[src/rtl/eq_band_scheduler_if.sv]
// Bundle of sample-in, gain-programming, FIR-engine and mixed-output signals
// for the equalizer band scheduler.
interface eq_band_scheduler_if #(
  parameter int DW = 16,
  parameter int GW = 16
);
  logic                 sample_valid;
  logic signed [DW-1:0] sample_in;
  logic                 gain_wr;
  logic [2:0]           gain_addr;
  logic signed [GW-1:0] gain_data;
  logic                 fir_start;
  logic [2:0]           fir_band;
  logic signed [DW-1:0] fir_x;
  logic                 fir_done;
  logic signed [DW-1:0] fir_y;
  logic                 y_valid;
  logic signed [DW-1:0] y_out;
  logic                 busy;
  logic                 overrun;
  logic                 timeout_err;

  modport master (
    input  sample_valid, sample_in, gain_wr, gain_addr, gain_data, fir_done, fir_y,
    output fir_start, fir_band, fir_x, y_valid, y_out, busy, overrun, timeout_err
  );

  modport slave (
    output sample_valid, sample_in, gain_wr, gain_addr, gain_data, fir_done, fir_y,
    input  fir_start, fir_band, fir_x, y_valid, y_out, busy, overrun, timeout_err
  );
endinterface

[src/rtl/eq_band_scheduler.sv]
// Time-shares one FIR engine across N_BAND equalizer bands per sample, scales
// each band result by its Q2.14 gain, accumulates, and emits a saturated mix.
module eq_band_scheduler #(
  parameter int N_BAND  = 5,
  parameter int DW      = 16,
  parameter int GW      = 16,
  parameter int TIMEOUT = 1023
) (
  input logic                  i_clk,
  input logic                  i_rst,
  eq_band_scheduler_if.master  bus
);
  localparam int PW   = DW + GW;
  localparam int AW   = DW + GW + 3;
  localparam int FRAC = GW - 2;
  localparam int WDW  = (TIMEOUT > 1) ? $clog2(TIMEOUT + 1) : 1;

  localparam logic [2:0] S_IDLE  = 3'd0;
  localparam logic [2:0] S_ISSUE = 3'd1;
  localparam logic [2:0] S_WAIT  = 3'd2;
  localparam logic [2:0] S_ACC   = 3'd3;
  localparam logic [2:0] S_OUT   = 3'd4;

  localparam logic [2:0]           LAST_BAND = 3'(N_BAND - 1);
  localparam logic [WDW-1:0]       WD_MAX    = WDW'(TIMEOUT);
  localparam logic signed [GW-1:0] UNITY     = GW'(1 << FRAC);
  localparam logic signed [AW-1:0] SAT_MAX   = {{(AW-DW+1){1'b0}}, {(DW-1){1'b1}}};
  localparam logic signed [AW-1:0] SAT_MIN   = {{(AW-DW+1){1'b1}}, {(DW-1){1'b0}}};

  logic [2:0]           r_state;
  logic [2:0]           r_band;
  logic signed [AW-1:0] r_acc;
  logic signed [PW-1:0] r_prod;
  logic [WDW-1:0]       r_wdog;
  logic signed [GW-1:0] r_gain [N_BAND];
  logic                 r_fir_start;
  logic [2:0]           r_fir_band;
  logic signed [DW-1:0] r_fir_x;
  logic                 r_y_valid;
  logic signed [DW-1:0] r_y_out;
  logic                 r_overrun;
  logic                 r_timeout;

  logic signed [GW-1:0] w_gain;
  logic signed [PW-1:0] w_prod;
  logic signed [AW-1:0] w_prod_ext;
  logic signed [AW-1:0] w_shift;
  logic signed [DW-1:0] w_sat;

  // Operands widened to the product width so the multiply is a full signed DWxGW.
  assign w_gain     = r_gain[r_band];
  assign w_prod     = $signed({{GW{bus.fir_y[DW-1]}}, bus.fir_y}) *
                      $signed({{DW{w_gain[GW-1]}}, w_gain});
  assign w_prod_ext = $signed({{(AW-PW){r_prod[PW-1]}}, r_prod});
  assign w_shift    = r_acc >>> FRAC;

  always_comb begin
    w_sat = w_shift[DW-1:0];
    if (w_shift > SAT_MAX) begin
      w_sat = {1'b0, {(DW-1){1'b1}}};
    end else if (w_shift < SAT_MIN) begin
      w_sat = {1'b1, {(DW-1){1'b0}}};
    end
  end

  always_ff @(posedge i_clk) begin
    if (i_rst) begin
      r_state     <= S_IDLE;
      r_band      <= '0;
      r_acc       <= '0;
      r_prod      <= '0;
      r_wdog      <= '0;
      r_fir_start <= 1'b0;
      r_fir_band  <= '0;
      r_fir_x     <= '0;
      r_y_valid   <= 1'b0;
      r_y_out     <= '0;
      r_overrun   <= 1'b0;
      r_timeout   <= 1'b0;
      for (int unsigned i = 0; i < N_BAND; i++) begin
        r_gain[i] <= UNITY;
      end
    end else begin
      r_fir_start <= 1'b0;
      r_y_valid   <= 1'b0;
      r_timeout   <= 1'b0;
      r_overrun   <= bus.sample_valid && (r_state != S_IDLE);

      // Out-of-range addresses match no entry and are dropped.
      for (int unsigned i = 0; i < N_BAND; i++) begin
        if (bus.gain_wr && (bus.gain_addr == 3'(i))) begin
          r_gain[i] <= bus.gain_data;
        end
      end

      case (r_state)
        S_IDLE: begin
          if (bus.sample_valid) begin
            r_fir_x <= bus.sample_in;
            r_band  <= '0;
            r_acc   <= '0;
            r_state <= S_ISSUE;
          end
        end
        S_ISSUE: begin
          r_fir_start <= 1'b1;
          r_fir_band  <= r_band;
          r_wdog      <= '0;
          r_state     <= S_WAIT;
        end
        S_WAIT: begin
          // A done on the final watchdog cycle still counts as a good result.
          if (bus.fir_done) begin
            r_prod  <= w_prod;
            r_state <= S_ACC;
          end else if (r_wdog == WD_MAX) begin
            r_prod    <= '0;
            r_timeout <= 1'b1;
            r_state   <= S_ACC;
          end else begin
            r_wdog <= r_wdog + WDW'(1);
          end
        end
        S_ACC: begin
          r_acc <= r_acc + w_prod_ext;
          if (r_band == LAST_BAND) begin
            r_state <= S_OUT;
          end else begin
            r_band  <= r_band + 3'd1;
            r_state <= S_ISSUE;
          end
        end
        S_OUT: begin
          r_y_out   <= w_sat;
          r_y_valid <= 1'b1;
          r_state   <= S_IDLE;
        end
        default: r_state <= S_IDLE;
      endcase
    end
  end

  assign bus.fir_start   = r_fir_start;
  assign bus.fir_band    = r_fir_band;
  assign bus.fir_x       = r_fir_x;
  assign bus.y_valid     = r_y_valid;
  assign bus.y_out       = r_y_out;
  assign bus.busy        = (r_state != S_IDLE);
  assign bus.overrun     = r_overrun;
  assign bus.timeout_err = r_timeout;
endmodule
[src/flat_wrapper.sv]
// flat-port wrapper written by rule: the top's interface ports become plain ports
module eq_band_scheduler_flat 
#(
  parameter int N_BAND  = 5,
  parameter int DW      = 16,
  parameter int GW      = 16,
  parameter int TIMEOUT = 1023
)
  (i_clk, i_rst, bus_sample_valid, bus_sample_in, bus_gain_wr, bus_gain_addr, bus_gain_data, bus_fir_done, bus_fir_y, bus_fir_start, bus_fir_band, bus_fir_x, bus_y_valid, bus_y_out, bus_busy, bus_overrun, bus_timeout_err);
  eq_band_scheduler_if #(.DW(DW), .GW(GW)) bus_i ();
  input logic i_clk;
  input logic i_rst;
  input wire logic [$bits(bus_i.sample_valid)-1:0] bus_sample_valid;
  input wire logic [$bits(bus_i.sample_in)-1:0] bus_sample_in;
  input wire logic [$bits(bus_i.gain_wr)-1:0] bus_gain_wr;
  input wire logic [$bits(bus_i.gain_addr)-1:0] bus_gain_addr;
  input wire logic [$bits(bus_i.gain_data)-1:0] bus_gain_data;
  input wire logic [$bits(bus_i.fir_done)-1:0] bus_fir_done;
  input wire logic [$bits(bus_i.fir_y)-1:0] bus_fir_y;
  output wire logic [$bits(bus_i.fir_start)-1:0] bus_fir_start;
  output wire logic [$bits(bus_i.fir_band)-1:0] bus_fir_band;
  output wire logic [$bits(bus_i.fir_x)-1:0] bus_fir_x;
  output wire logic [$bits(bus_i.y_valid)-1:0] bus_y_valid;
  output wire logic [$bits(bus_i.y_out)-1:0] bus_y_out;
  output wire logic [$bits(bus_i.busy)-1:0] bus_busy;
  output wire logic [$bits(bus_i.overrun)-1:0] bus_overrun;
  output wire logic [$bits(bus_i.timeout_err)-1:0] bus_timeout_err;
  assign bus_i.sample_valid = bus_sample_valid;
  assign bus_i.sample_in = bus_sample_in;
  assign bus_i.gain_wr = bus_gain_wr;
  assign bus_i.gain_addr = bus_gain_addr;
  assign bus_i.gain_data = bus_gain_data;
  assign bus_i.fir_done = bus_fir_done;
  assign bus_i.fir_y = bus_fir_y;
  assign bus_fir_start = bus_i.fir_start;
  assign bus_fir_band = bus_i.fir_band;
  assign bus_fir_x = bus_i.fir_x;
  assign bus_y_valid = bus_i.y_valid;
  assign bus_y_out = bus_i.y_out;
  assign bus_busy = bus_i.busy;
  assign bus_overrun = bus_i.overrun;
  assign bus_timeout_err = bus_i.timeout_err;
  eq_band_scheduler #(.N_BAND(N_BAND), .DW(DW), .GW(GW), .TIMEOUT(TIMEOUT)) u_core (.i_clk(i_clk), .i_rst(i_rst), .bus(bus_i));
endmodule
[config.mk]
export PLATFORM = sky130hd
export DESIGN_NAME = eq_band_scheduler_flat
export DESIGN_NICKNAME = d
export VERILOG_FILES = /design/src/rtl/eq_band_scheduler_if.sv /design/src/rtl/eq_band_scheduler.sv /design/src/flat_wrapper.sv
export SDC_FILE = /design/constraint.sdc
export NUM_CORES = 1
export LEC_CHECK = 0
export ABC_AREA = 1
export BUFFER_PORTS_ARGS = -buffer_cell sky130_fd_sc_hd__buf_2
export CAP_MARGIN = 15
export CORE_UTILIZATION = 41
export CTS_CLUSTER_DIAMETER = 150
export CTS_CLUSTER_SIZE = 30
export DETAILED_ROUTE_END_ITERATION = 10
export PLACE_DENSITY = 0.64
export SLEW_MARGIN = 25
export SYNTH_ARGS = -nofsm -noshare
export SYNTH_HDL_FRONTEND = slang
export SYNTH_SLANG_ARGS = --single-unit
[constraint.sdc]
create_clock -name i_clk -period 6.8 [get_ports i_clk]
set_clock_uncertainty 0.05 [all_clocks]
set_input_delay 0.68 -clock i_clk [delete_from_list [all_inputs] [get_ports i_clk]]
set_output_delay 0.68 -clock i_clk [all_outputs]
set_load 0.02 [all_outputs]
==> results of run 1 <==
metrics by stage:
step	TNS [ns]	cells	util
detailed placement	-0.204	3341	0.445
global placement	-0.0806	3341	0.445
global route	0	3366	0.454
floorplan	0	2602	-
finish	0	3366	0.454
CTS	0	3357	0.451
flip-flops by register name, indices dropped and copies added (netlist names), named ones only:
name                    flops
u_core.r_acc               35
u_core.r_wdog              10
u_core.bus.overrun          1
u_core.bus.fir_band         3
u_core.r_state              3
u_core.bus.y_out           16
u_core.bus.timeout_err      1
u_core.bus.y_valid          1
u_core.r_gain              80
u_core.r_band               3
u_core.r_prod              32
u_core.bus.fir_x           16
u_core.bus.fir_start        1
area by class of cell:
type | count | area (sq um) | area share
well taps | 664 | 831 | 0.0374
repair inverters | 1 | 7.51 | 0.000338
clock inverters | 1 | 5.00 | 0.000225
inverters | 516 | 1950 | 0.0879
flip-flops and latches | 205 | 4910 | 0.221
clock buffers | 15 | 290 | 0.0131
multi-input cells | 1811 | 13200 | 0.595
repair buffers | 153 | 1010 | 0.0453
cell families (layout without fill, tap and decap cells):
family | Yosys count | after routing | synth area share
multiplexers | 15 | 15 | 0.00737
buffers and inverters | 586 | 686 | 0.111
XOR/XNOR | 12 | 12 | 0.00516
AO/OA/AOI/OAI | 344 | 344 | 0.0928
adder cells (fa/ha/maj) | 382 | 382 | 0.332
AND/OR/NAND/NOR | 1058 | 1058 | 0.211
flip-flops | 205 | 205 | 0.241
cell usage in the layout, fill, tap and decap left out, drive strengths merged, types with 11 or more instances in the layout:
cell	Yosys	routed
nand3	99	99
o21bai	13	13
clkbuf	26	15
nand2	563	563
a21boi	12	12
edfxtp	80	80
fa	263	263
o221ai	15	15
inv	507	504
buf	44	153
nand3b	11	11
a21oi	165	165
mux2i	15	15
ha	119	119
nand4	21	21
o21ai	124	124
nor2	333	333
nor3	18	18
dfxtp	125	125
tightest hold or removal path: cells and delay by family:
| family | cells | cell delay [ns] |
|---|---|---|
| AND/OR/NAND/NOR | 2 | 0.11 |
| buffers and inverters | 1 | 0.07 |
layer usage:
metal | GRT usage | vias to the layer above
met5 | 0 | -
met2 | 0.385 | 432
li1 | - | 8247
met3 | 0.0342 | 69
met4 | 0.0531 | 2
met1 | 0.314 | 8400
how the worst max path moves through the flow:
stage / startpoint / slack [ns] / end
6_report: flop / 0.32 / u_core.r_prod[27]$_SDFFE_PP0P_
5_1_grt: flop / 0.01 / u_core.r_prod[30]$_SDFFE_PP0P_
4_1_cts: flop / 0.009 / u_core.r_prod[25]$_SDFFE_PP0P_
3_5_place_dp: flop / -0.06 / u_core.r_prod[21]$_SDFFE_PP0P_
3_3_place_gp: flop / -0.04 / u_core.r_prod[21]$_SDFFE_PP0P_
2_1_floorplan: flop / 0.65 / u_core.r_prod[31]$_SDFFE_PP0P_
timing repair:
action,in CTS,in global routing
gates resized for setup,1,28
setup buffers,0,8
gates cloned,0,1
pin swaps,0,1
setup endpoints to repair,8,19
endpoints found under the hold margin,0,0
==> flow_metrics.env, run 1 <==
export IMPL_synth_area_leader_cell="fa_1"
export IMPL_synth_cells=2602
export IMPL_num_vias=17200
export IMPL_synthFlopType="dfxtp_1"
export IMPL_fill_cells=4918
export IMPL_fin_crit_sh=0.953
export IMPL_place_gp_congestion=0.951
export IMPL_max_freq_ghz=0.154
export IMPL_seq_area_frac_synth=0.241
export IMPL_reg2reg_slack_ns=0.32
export IMPL_viasPerCell=5.10
export IMPL_coreArea_sq_um=49000
export IMPL_n_antenna_cell=0
export IMPL_worst_r2r_endpoint="u_core.r_prod[27]$_SDFFE_PP0P_"
export IMPL_slew_viol_final=0
export IMPL_hold_class="input pin to flop"
export IMPL_fp_row_count=81
export IMPL_hold_viol=0
export IMPL_critical_path_arrival_ns=6.86
export IMPL_dr_pass1_iters=5
export IMPL_setup_violations=0
export IMPL_clkSlewWorstSetupHoldPaths_ns=0.12
export IMPL_wl_per_cell_um=16.8
export IMPL_reg2reg_depth=26
export IMPL_drc=0
export IMPL_grt_pass1_vias=17500
export IMPL_die_area_sq_um=50600
export IMPL_cp_common_cell="fa_1"
export IMPL_yosys_top_cells_area="fa_1 (26%), dfxtp_1 (12%), edfxtp_1 (12%), nand2_1 (10%), inv_1 (9.3%)"
export IMPL_syn_cell_area_sq_um=20400
export IMPL_portBuffers=95
export IMPL_cts_buffer_depth=3
export IMPL_cts_buffers=10
export IMPL_fin_area_sq_um=22200
export IMPL_slew_headroom=0.334
export IMPL_outcome="finished, final reports clean"
export IMPL_tightest_slew_ns=0.996
export IMPL_grt_total_usage=0.231
export IMPL_synth_warnings=0
export IMPL_avgSynthCellArea_sq_um=7.83
export IMPL_wl_um=56400
export IMPL_setup_slack_ns=0.322
export IMPL_synthDistinctLibCells=46
export IMPL_cp_slowest_cell="fa_1"
export IMPL_clockRootBuffer="clkbuf_16"
export IMPL_hpwl_um=46300
export IMPL_synth_fp_nets=3040
export IMPL_cap_violations=0
export IMPL_antenna_found_initial=1
export IMPL_wl_met1_um=25400
export IMPL_hold_end="u_core.bus.fir_x[2]$_SDFFE_PP0P_"
export IMPL_ios=96
export IMPL_drive_above_1_share=0.0788
export IMPL_hold_buffers=0
export IMPL_overflow=0
export IMPL_fin_crit_ns=6.48
export IMPL_wl_met2_um=26900
export IMPL_cpLargestDelayFamily="adder cells"
export IMPL_place_ws_ns=-0.0639
export IMPL_worst_ep_required_time_ns=7.18
export IMPL_ys_ff_latch=205
export IMPL_die_height_um=225
export IMPL_h_tree_depth=1
export IMPL_ys_top_cells_by_count="nand2_1 (559), inv_1 (502), nor2_1 (328)"
export IMPL_crit_cells=26
export IMPL_worstSetupPathType="flop to flop"
export IMPL_min_path_cells=3
export IMPL_crit_path_end_kind="flop"
export IMPL_dpl_cell_area_sq_um=21800
export IMPL_area_growth_pct=9.13
export IMPL_fp_dieW_um=225
export IMPL_detail_route_antenna_nets=0
export IMPL_grt_max_degree=85
export IMPL_insertion_delay_ns=0.51
export IMPL_grt_pass1_wl_um=91800
export IMPL_yosysTopAreaCellShare=0.259
export IMPL_initial_core_util=0.416
export IMPL_hold_slack_ns=0.345
export IMPL_num_nets_final=3136
export IMPL_cts_tree="built"
export IMPL_clock_sinks=205
export IMPL_crit_path_max_incr_delay_ns=0.60
export IMPL_wl_met3_um=2970
export IMPL_synth_edf_count=80
export IMPL_top_layer="met5"
export IMPL_worst_path_buf_inv=7
export IMPL_hp_start="bus_sample_in[2]"
export IMPL_rsz0062_at_grt="false"
export IMPL_yosys_cell_count_top_type="nand2_1"
export IMPL_initialDrtViolationCount=1106
export IMPL_synthArstFlopShare=0
export IMPL_worst_path_max_fanout=11
export IMPL_crit_path_start_kind="flop"
Power of run 1 is left out: the tool's default activity adds up to more than one toggle a clock period on the data nets, which glitch-free logic cannot reach.
==> run 2: changes to the inputs <==
- CORE_ASPECT_RATIO: not set -> 1.75
==> run 2 against run 1 <==
  * Critical path depth fell by 2
  * Cell count up 0.86%
  * Global-route usage is 4.0 points higher
  * Fmax fell by 2.5%
  * Wire length grew 16%
  * Die area is essentially flat
  * Worst setup slack worse by 0.17 ns
  * Register-to-register slack lost 0.17 ns
  * Non-clock buffer count up 40
  * Flip-flop and latch count is the same
  * Cell area is 1.6% higher
==> flow_metrics.env, run 2 (synthesis gave the netlist of run 1 again) <==
export IMPL_cts_buffer_depth=3
export IMPL_final_common_cell="nand2_1"
export IMPL_min_path_cells=2
export IMPL_portBuffers=95
export IMPL_coreArea_sq_um=48900
export IMPL_fp_row_count=107
export IMPL_clockRootBuffer="clkbuf_16"
export IMPL_detail_route_antenna_nets=0
export IMPL_reg2reg_slack_ns=0.15
export IMPL_fin_crit_sh=0.977
export IMPL_hold_class="input pin to flop"
export IMPL_grt_pass1_wl_um=103000
export IMPL_worst_r2r_endpoint="u_core.r_prod[28]$_SDFFE_PP0P_"
export IMPL_drive_above_1_share=0.0978
export IMPL_setup_violations=0
export IMPL_grt_pass1_vias=18600
export IMPL_crit_path_max_incr_delay_ns=0.66
export IMPL_hp_start="bus_fir_done"
export IMPL_crit_path_end_kind="flop"
export IMPL_max_freq_ghz=0.150
export IMPL_initialDrtViolationCount=1010
export IMPL_cp_common_cell="fa_1"
export IMPL_ios=96
export IMPL_cts_buffers=10
export IMPL_dr_pass1_iters=5
export IMPL_overflow=0
export IMPL_cp_slowest_cell="fa_2"
export IMPL_wl_um=65500
export IMPL_top_regs="u_core.r_gain (80), u_core.r_acc (35), u_core.r_prod (32)"
export IMPL_hold_viol=0
export IMPL_worst_ep_required_time_ns=7.12
export IMPL_area_growth_pct=10.9
export IMPL_critical_path_arrival_ns=6.96
export IMPL_insertion_delay_ns=0.50
export IMPL_wl_met3_um=2980
export IMPL_top_layer="met5"
export IMPL_reg2reg_depth=24
export IMPL_rsz0062_at_grt="true"
export IMPL_fp_dieW_um=170
export IMPL_initial_core_util=0.417
export IMPL_viasPerCell=5.16
export IMPL_clkSlewWorstSetupHoldPaths_ns=0.12
export IMPL_h_tree_depth=1
export IMPL_tightest_slew_ns=0.990
export IMPL_cp_cell_sequence="buf_4, o21ai_0, o221ai_1, o21ai_1, buf_4, nor2_1, inv_1, fa_2, inv_1, fa_1, fa_1, fa_1, fa_1, inv_1, fa_1, inv_1, ha_1, nand2_1, o21ai_0, a21oi_1, nand3_1, nand2_1, nand3_1, a21oi_1"
export IMPL_drc=0
export IMPL_wl_per_cell_um=19.3
export IMPL_cts_tree="built"
export IMPL_cap_violations=0
export IMPL_stdcell_count=3395
export IMPL_slew_headroom=0.336
export IMPL_clock_sinks=205
export IMPL_wl_met1_um=21300
export IMPL_grt_total_usage=0.271
export IMPL_final_cell_mix="nand2_1 (556), inv_1 (496), nor2_1 (316)"
export IMPL_fin_crit_ns=6.65
export IMPL_place_gp_congestion=1.10
export IMPL_largest_register_ffs=80
export IMPL_die_height_um=297
export IMPL_num_nets_final=3175
export IMPL_outcome="finished, final reports clean"
export IMPL_hold_end="u_core.bus.timeout_err$_SDFF_PP0_"
export IMPL_crit_path_start_kind="flop"
export IMPL_worst_path_max_fanout=8
export IMPL_num_vias=17500
export IMPL_antenna_found_initial=1
export IMPL_die_area_sq_um=50600
export IMPL_worstSetupPathType="flop to flop"
export IMPL_grt_max_degree=47
export IMPL_wl_met2_um=34500
export IMPL_top_register="u_core.r_gain"
export IMPL_slew_viol_final=0
export IMPL_hpwl_um=55000
export IMPL_dp_cells=3373
-- run 2: routing by layer --
metal	GRT usage	up-vias
met5	0	-
met3	0.0346	251
li1	-	8316
met1	0.259	8353
met4	0.233	2
met2	0.502	596
-- run 2: through the flow --
| step | hold WS [ns] | instance area [sq um] | setup slack (ns) | TNS, ns | util |
|---|---|---|---|---|---|
| floorplan | 0.394 | 20400 | 0.653 | 0 | - |
| global placement | 0.393 | 22100 | -0.186 | -0.370 | 0.452 |
| detailed placement | 0.407 | 22100 | -0.212 | -0.517 | 0.452 |
| CTS | 0.288 | 22400 | 0.0303 | 0 | 0.459 |
| global route | 0.313 | 22600 | -0.0161 | -0.0281 | 0.462 |
| finish | 0.307 | 22600 | 0.154 | 0 | 0.462 |
-- run 2: timing repair --
item | 4_1_cts | 5_1_grt
buffers inserted | 0 | 6
gates resized for setup | 7 | 38
setup endpoints to repair | 7 | 18
hold buffers | 0 | 0
pin swaps | 0 | 2
-- run 2: worst max-delay path by stage --
stage,end,startpoint,slack [ns],cells past startpoint
2_1_floorplan,u_core.r_prod[31]$_SDFFE_PP0P_,flop,0.65,23
3_3_place_gp,u_core.r_prod[30]$_SDFFE_PP0P_,bus_fir_y[15],-0.19,21
3_5_place_dp,u_core.r_prod[30]$_SDFFE_PP0P_,flop,-0.21,22
4_1_cts,u_core.r_prod[21]$_SDFFE_PP0P_,flop,0.03,27
5_1_grt,u_core.r_prod[30]$_SDFFE_PP0P_,flop,-0.02,26
6_report,u_core.r_prod[28]$_SDFFE_PP0P_,flop,0.15,24
-- run 2: area by class of cell --
| type | count | area, sq um |
|---|---|---|
| fill | 4841 | 26300 |
| antenna | 1 | 2.50 |
| clock inverter | 2 | 23.8 |
| sequential | 205 | 4910 |
| tap | 654 | 818 |
| clock buffer | 13 | 262 |
| multi-input combinational | 1811 | 13300 |
| timing repair buffer | 193 | 1300 |
| inverter | 516 | 1940 |
-- run 2: critical path, delay by kind of cell, from the launching register on --
family	cells	cell delay (ns)
and+or+nand+nor	5	0.52
buffers and inverters	6	0.69
adders and majority gates	7	3.51
DFF	1	0.40
AOI/OAI and AO/OA	6	1.32
Power of run 2 is left out for the same reason.
